--- config.mk ---
export PLATFORM = sky130hd
export DESIGN_NAME = uart_tx_7n
export DESIGN_NICKNAME = d
export VERILOG_FILES = /design/src/rtl/uart_pkg.sv /design/src/rtl/uart_baud_tick.sv /design/src/rtl/uart_tx_7n.sv
export SDC_FILE = /design/constraint.sdc
export NUM_CORES = 1
export LEC_CHECK = 0
export ABC_AREA = 1
export BUFFER_PORTS_ARGS = -buffer_cell sky130_fd_sc_hd__buf_4
export CORE_MARGIN = 8
export CORE_UTILIZATION = 30
export DETAILED_ROUTE_END_ITERATION = 7
export PLACE_DENSITY = 0.48
export SETUP_SLACK_MARGIN = 0.15
export SLEW_MARGIN = 5
export SYNTH_ARGS = -nofsm -noshare
export SYNTH_HDL_FRONTEND = slang
export SYNTH_SLANG_ARGS = --single-unit
--- constraint.sdc ---
create_clock -name clk_i -period 2.3 [get_ports clk_i]
set_clock_uncertainty 0.15 [all_clocks]
set_input_delay 0.115 -clock clk_i [delete_from_list [all_inputs] [get_ports clk_i]]
set_output_delay 0.115 -clock clk_i [all_outputs]
set_load 0.02 [all_outputs]
--- src/rtl/uart_pkg.sv ---
// uart_pkg: shared UART state encoding and line-level constants
package uart_pkg;
    typedef enum logic [2:0] {IDLE, START, DATA, PARITY, STOP} tx_state_t;
    localparam logic UART_START_BIT = 1'b0;
    localparam logic UART_STOP_BIT  = 1'b1;
endpackage

--- src/rtl/uart_baud_tick.sv ---
// uart_baud_tick: loadable down-counter, tick high while the count sits at zero
module uart_baud_tick #(
    parameter int p_clks_per_bit = 16
) (
    input  logic clk,
    input  logic rst,
    input  logic load,
    output logic tick
);
    localparam int CW = (p_clks_per_bit > 1) ? $clog2(p_clks_per_bit) : 1;
    logic [CW-1:0] cnt;
    always_ff @(posedge clk) begin
        if (rst) cnt <= '0;
        else if (load) cnt <= CW'(p_clks_per_bit - 1);
        else if (cnt != '0) cnt <= cnt - CW'(1);
    end
    assign tick = (cnt == '0);
endmodule

--- src/rtl/uart_tx_7n.sv ---
// uart_tx_7n: UART transmitter popping words from a FIFO and serialising them LSB-first.
// Optional even parity bit after the data bits when UART_TX_PARITY_EN is defined.
module uart_tx_7n
    import uart_pkg::*;
#(
    parameter int p_clks_per_bit = 16,
    parameter int p_data_bits    = 7,
    parameter int p_stop_bits    = 1,
    parameter int p_word_size    = 8
) (
    input  logic                   clk_i,
    input  logic                   rst_i,
    input  logic [p_word_size-1:0] data_i,
    input  logic                   valid_i,
    output logic                   rd_en_o,
    output logic                   tx_o,
    output logic                   busy_o
);
    localparam int BW = $clog2(p_data_bits);
    tx_state_t state, state_d;
    logic [p_data_bits-1:0] shift, shift_d;
    logic [BW-1:0] bit_cnt, bit_d;
    logic tx_d, pop, tick, load, par_tx, unused_hi;
    assign unused_hi = ^data_i;
    assign pop = (state == IDLE) && valid_i && !rst_i;
    assign rd_en_o = pop;
    // every bit end in a frame restarts the bit timer, as does the pop itself
    assign load = pop || (state != IDLE && tick);
    uart_baud_tick #(.p_clks_per_bit(p_clks_per_bit)) u_baud (
        .clk  (clk_i),
        .rst  (rst_i),
        .load (load),
        .tick (tick)
    );
`ifdef UART_TX_PARITY_EN
    logic par;
    always_ff @(posedge clk_i) begin
        if (rst_i) par <= 1'b0;
        else if (pop) par <= ^data_i[p_data_bits-1:0];
    end
    assign par_tx = par;
`else
    assign par_tx = UART_STOP_BIT;
`endif
    always_comb begin
        state_d = state;
        shift_d = shift;
        bit_d   = bit_cnt;
        case (state)
            IDLE: if (pop) begin
                state_d = START;
                shift_d = data_i[p_data_bits-1:0];
            end
            START: if (tick) begin
                state_d = DATA;
                bit_d   = '0;
            end
            DATA: if (tick) begin
                if (bit_cnt == BW'(p_data_bits - 1)) begin
`ifdef UART_TX_PARITY_EN
                    state_d = PARITY;
`else
                    state_d = STOP;
`endif
                    bit_d = '0;
                end else begin
                    shift_d = shift >> 1;
                    bit_d   = bit_cnt + BW'(1);
                end
            end
            PARITY: if (tick) state_d = STOP;
            STOP: if (tick) begin
                if (bit_cnt == BW'(p_stop_bits - 1)) state_d = IDLE;
                else bit_d = bit_cnt + BW'(1);
            end
            default: state_d = IDLE;
        endcase
        tx_d = (state_d == START)  ? UART_START_BIT :
               (state_d == DATA)   ? shift_d[0] :
               (state_d == PARITY) ? par_tx : UART_STOP_BIT;
    end
    always_ff @(posedge clk_i) begin
        if (rst_i) begin
            state   <= IDLE;
            shift   <= '0;
            bit_cnt <= '0;
            tx_o    <= UART_STOP_BIT;
            busy_o  <= 1'b0;
        end else begin
            state   <= state_d;
            shift   <= shift_d;
            bit_cnt <= bit_d;
            tx_o    <= tx_d;
            busy_o  <= (state_d != IDLE);
        end
    end
endmodule

==> results of run 1 <==
-- worst max-delay path, cell delays in order --
cell           delay, ns
dlygate4sd3_1       0.54
buf_4               0.18
nor2_1              0.14
nand3_1             0.15
inv_2               0.19
buf_4               0.17
-- state kept, by name, summed over array words and instances (netlist names) --
signal,cells
shift,7
state,3
tx_o,1
busy_o,1
u_baud.cnt,4
bit_cnt,3
-- synth_stat cells (3+ instances only) --
cell type,n
nand4_1,3
ha_1,4
o21ai_0,5
nand3_1,11
inv_2,3
a31oi_1,7
nand2_2,3
xor2_1,3
a21oi_1,5
nand2_1,48
dfxtp_1,19
nor2_2,3
nor2_1,10
inv_1,21
-- routing by layer --
layer / wire length (um) / global-route usage [%] / vias to the layer above
met5: 0 / 0 / -
met4: 21 / 4.565 / 0
met3: 44 / 2.022 / 2
met2: 1031 / 15.14 / 9
met1: 1120 / 10.83 / 444
li1: - / - / 524
-- final timing paths --
kind	startpoint	end	slack, ns	cells after the start
worst max register to register	u_baud.cnt[0]	tx_o	0.62	9
worst min-delay path	valid_i	shift[0]	0.09	5
worst max-delay path	rst_i	rd_en_o	0.54	6
worst min register to register	shift[6]	shift[6]	0.32	2
-- where the power goes --
part	total, mW	switching (mW)	internal (mW)
registers	0.460	0.0486	0.412
clock network	0.171	0.103	0.0675
logic	0.568	0.359	0.209
total	1.20	0.511	0.688
-- layout make-up --
| type | instances | area [um^2] |
|---|---|---|
| Sequential cell | 19 | 380.4 |
| Timing Repair Buffer | 19 | 160.2 |
| Tap cell | 46 | 57.56 |
| Inverter | 24 | 90.09 |
| Fill cell | 351 | 2027 |
| Multi-Input combinational cell | 107 | 543.0 |
| Clock buffer | 4 | 26.28 |
-- what timing repair did --
item                                    in CTS  in global routing
endpoints found under the setup margin       0                  0
endpoints found under the hold margin       10                  0
hold buffers                                 7                  0
-- stage by stage --
stage / setup slack (ns) / hold WS [ns] / utilization, % / power, mW
2_1_floorplan: 0.8456 / 0.1140 / - / 0.8916
3_3_place_gp: 0.6170 / 0.2341 / 35.35 / 1.026
3_5_place_dp: 0.6260 / 0.2452 / 35.35 / 1.032
4_1_cts: 0.5380 / 0.06929 / 38.29 / 1.221
5_1_grt: 0.4115 / 0.1297 / 38.29 / 1.327
6_report: 0.5363 / 0.08534 / 38.29 / 1.199
-- cell families after synthesis --
group / synth area share [%]
simple gates: 35.30
buf+inv: 9.225
compound gates: 10.58
flops: 37.39
fa+ha+maj: 4.920
xor+xnor: 2.583
==> results.yml, run 1 <==
cells_and_area:
  finalInstanceArea_um2: 1257
  final_cell_mix: "nand2_1, inv_1, dfxtp_1"
  final_cells: 219
  drive_above_1_share_pct: 15.61
  mostFrequentLayoutCell: "nand2_1"
  diodes: 0
  synthToLayoutAreaGrowth_pct: 23.62
  fin_nets: 189
synthesis:
  synth_area_leaders: "dfxtp_1, nand2_1, inv_1"
  syn_nets: 166
  synthArstFlopShare_pct: 0
  ys_ff_latch: 19
  synth_top_area_cell: "dfxtp_1"
  synth_edf_count: 0
  yosys_warnings: 0
  yosysSeqAreaShare_pct: 37.39
  syn_area_um2: 1017
  synth_top_area_share_pct: 37.39
  ys_types: 19
  netlist_instances: 151
  avgSynthCellArea_um2: 6.737
  yosys_most_used_dff: "dfxtp_1"
sta:
  rsz0062_at_grt: "no"
  relSlewSlack_pct: 77.80
  hold_viol_final: 0
  fin_crit_ns: 1.764
  timing.setup.tns_ns: 0
  worst_pin_slew_ns: 0.3317
  maxSlewViolCount: 0
  setup_viol: 0
  fmax_mhz: 567.0
  timing.final.crit_share_pct: 76.68
global_routing:
  grt.total_usage_pct: 9.141
  grt-ovfl-total: 0
  antenna_found_initial: 0
  grt_start_max_net_pins: 13
  grt_pass1_vias: 928
  grt_pass1_wl_mm: 3.946
power_and_ir_drop:
  peakVddDrop_v: 0.0003294
  p_leak_nw: 0.6137
  p_per_area_nw_per_um2: 953.6
drt:
  drc: 0
  vias: 979
  totalWireLength_mm: 2.217
  drt-initial-drc-count: 44
  dr.pass1.iters: 4
  post_drt_wl_per_cell_um: 10.12
  routed_via_density: 4.470
  postRouteAntennaNets: 0
clock_tree:
  root_buffer: "clkbuf_4"
  numClockSinks: 19
  cts_tree: "yes"
  insertion_delay_ns: 0.29
  h-tree-depth: 1
  numCtsBuffers: 3
  post_cts_buffers: 0
  clk_pin_slew_ns: 0.11
  cts_max_path_buffers: 2
  post_cts_resized: 0
floorplanning:
  ios: 14
  initial_core_util_pct: 30.97
  die_h_um: 74.23
  die-width_um: 74.23
  coreArea_um2: 3284
  design.die.area_um2: 5510
  rows: 21
placed_design:
  place_area_um2: 1161
  dp_hpwl_mm: 1.681
  dp_cells: 208
  globalplace.congestion: 0.7573
  io_buffers: 12
worst_setup_path:
  required_ns: 2.04
  cp-end-kind: "output port"
  crit_type: "input port to output port"
  worstSetupStartpointType: "input port"
  cp_max_fo: 12
  crit_arrival_ns: 1.50
min_path:
  hold_path_class: "input port to flip-flop"
status:
  status: "finished clean"
run:
  maxCapViolations: 0
Note: power is estimated with default switching activity, not from simulation.
==> inputs of run 2 (changes only) <==
==> constraint.sdc (replaced) <==
create_clock -name clk_i -period 1.81 [get_ports clk_i]
set_clock_uncertainty 0.15 [all_clocks]
set_input_delay 0.0905 -clock clk_i [delete_from_list [all_inputs] [get_ports clk_i]]
set_output_delay 0.0905 -clock clk_i [all_outputs]
set_load 0.02 [all_outputs]
==> results.yml, run 2 (synthesized netlist as in run 1, its figures left out) <==
drt:
  totalWireLength_mm: 2.337
  drc: 0
  dr.pass1.iters: 4
  post_drt_wl_per_cell_um: 10.57
  drt-initial-drc-count: 21
  route.met2.wl_mm: 1.188
  wl_met3_um: 49
  drt-met1-wl_mm: 1.080
  highest_layer: "met4"
  vias: 996
  postRouteAntennaNets: 0
  routed_via_density: 4.507
sta:
  maxSlewViolCount: 0
  fmax_mhz: 634.0
  relSlewSlack_pct: 84.85
  timing.setup.tns_ns: 0
  fin_ws_ns: 0.2328
  timing.final.crit_share_pct: 87.14
  hold_viol_final: 0
  worst_pin_slew_ns: 0.2249
  rsz0062_at_grt: "no"
  fin_crit_ns: 1.577
  setup_viol: 0
  hold_ws_ns: 0.06150
cells_and_area:
  final_cells: 221
  drive_above_1_share_pct: 20.00
  finalInstanceArea_um2: 1311
  mostFrequentLayoutCell: "nand2_1"
  fin_nets: 191
  final_util_pct: 39.92
  n_fill_cell: 361
  largest_reg_flops: 7
  largestRegisters: "shift (7), u_baud.cnt (4)"
  diodes: 0
  final_cell_mix: "nand2_1, inv_1, dfxtp_1"
  top_register: "shift"
  synthToLayoutAreaGrowth_pct: 28.91
worst_setup_path:
  required_ns: 1.57
  slowest_stage: "dlygate4sd3_1"
  cp-end-kind: "output port"
  crit_type: "input port to output port"
  crit_arrival_ns: 1.34
  cp_max_fo: 12
  crit_top_cell: "buf_4"
  worstSetupStartpointType: "input port"
  slowest_delay_ns: 0.54
  path_cells: "dlygate4sd3_1, buf_4, nor2_1, nand3_2, inv_2, buf_4"
power_and_ir_drop:
  p_leak_nw: 0.6353
  p_per_area_nw_per_um2: 1236
  peakVddDrop_v: 0.0004516
  p_total_mw: 1.621
clock_tree:
  clk_pin_slew_ns: 0.11
  h-tree-depth: 1
  insertion_delay_ns: 0.29
  root_buffer: "clkbuf_4"
  cts_tree: "yes"
  cts_max_path_buffers: 2
  numCtsBuffers: 3
  numClockSinks: 19
global_routing:
  grt_pass1_wl_mm: 4.174
  grt-ovfl-total: 0
  grt.total_usage_pct: 9.587
  grt_pass1_vias: 978
  grt_start_max_net_pins: 13
  antenna_found_initial: 0
floorplanning:
  ios: 14
  initial_core_util_pct: 30.97
  coreArea_um2: 3284
  die_h_um: 74.23
  rows: 21
  design.die.area_um2: 5510
  die-width_um: 74.23
placed_design:
  dp_cells: 208
  place_area_um2: 1161
  globalplace.congestion: 0.7547
  place_ws_ns: 0.1170
  dp_hpwl_mm: 1.668
  io_buffers: 12
min_path:
  hold_path_class: "input port to flip-flop"
status:
  status: "finished clean"
run:
  maxCapViolations: 0
## run 2: layout make-up
cell class	instances	area (um^2)	share of cell area (%)
Clock buffer	4	26.28	2.004
Inverter	24	90.09	6.870
Multi-Input combinational cell	107	580.6	44.27
Sequential cell	19	381.6	29.10
Tap cell	46	57.56	4.389
Timing Repair Buffer	21	175.2	13.36
## run 2: layer usage
metal	vias to the layer above	global-route usage, %
met1	461	11.38
met4	0	3.913
met2	8	16.11
met5	-	0
li1	525	-
met3	2	2.291
## run 2: where the power goes
| part | switching, mW | internal [mW] | total, mW |
|---|---|---|---|
| clock | 0.128 | 0.0857 | 0.214 |
| combinational | 0.505 | 0.317 | 0.822 |
| sequential | 0.0608 | 0.524 | 0.585 |
| total | 0.694 | 0.927 | 1.62 |
## run 2: timing repair
item / in CTS / in global routing
gates cloned: 0 / 0
hold buffers: 7 / 0
gates resized for setup: 2 / 7
setup buffers: 1 / 1
setup endpoints to repair: 3 / 11
pin swaps: 1 / 1
hold endpoints to repair: 10 / 0
## run 2: worst max-delay path: cells and delay by family
| kind | cells | cell delay (ns) |
|---|---|---|
| AND/OR/NAND/NOR | 2 | 0.29 |
| buffers and inverters | 4 | 0.96 |
## run 2: final timing paths
check / end / start / cells after the start / slack, ns
max: rd_en_o / rst_i / 6 / 0.23
min: shift[0] / valid_i / 5 / 0.06
max reg2reg: tx_o / u_baud.cnt[0] / 9 / 0.29
min reg2reg: shift[4] / shift[4] / 2 / 0.33
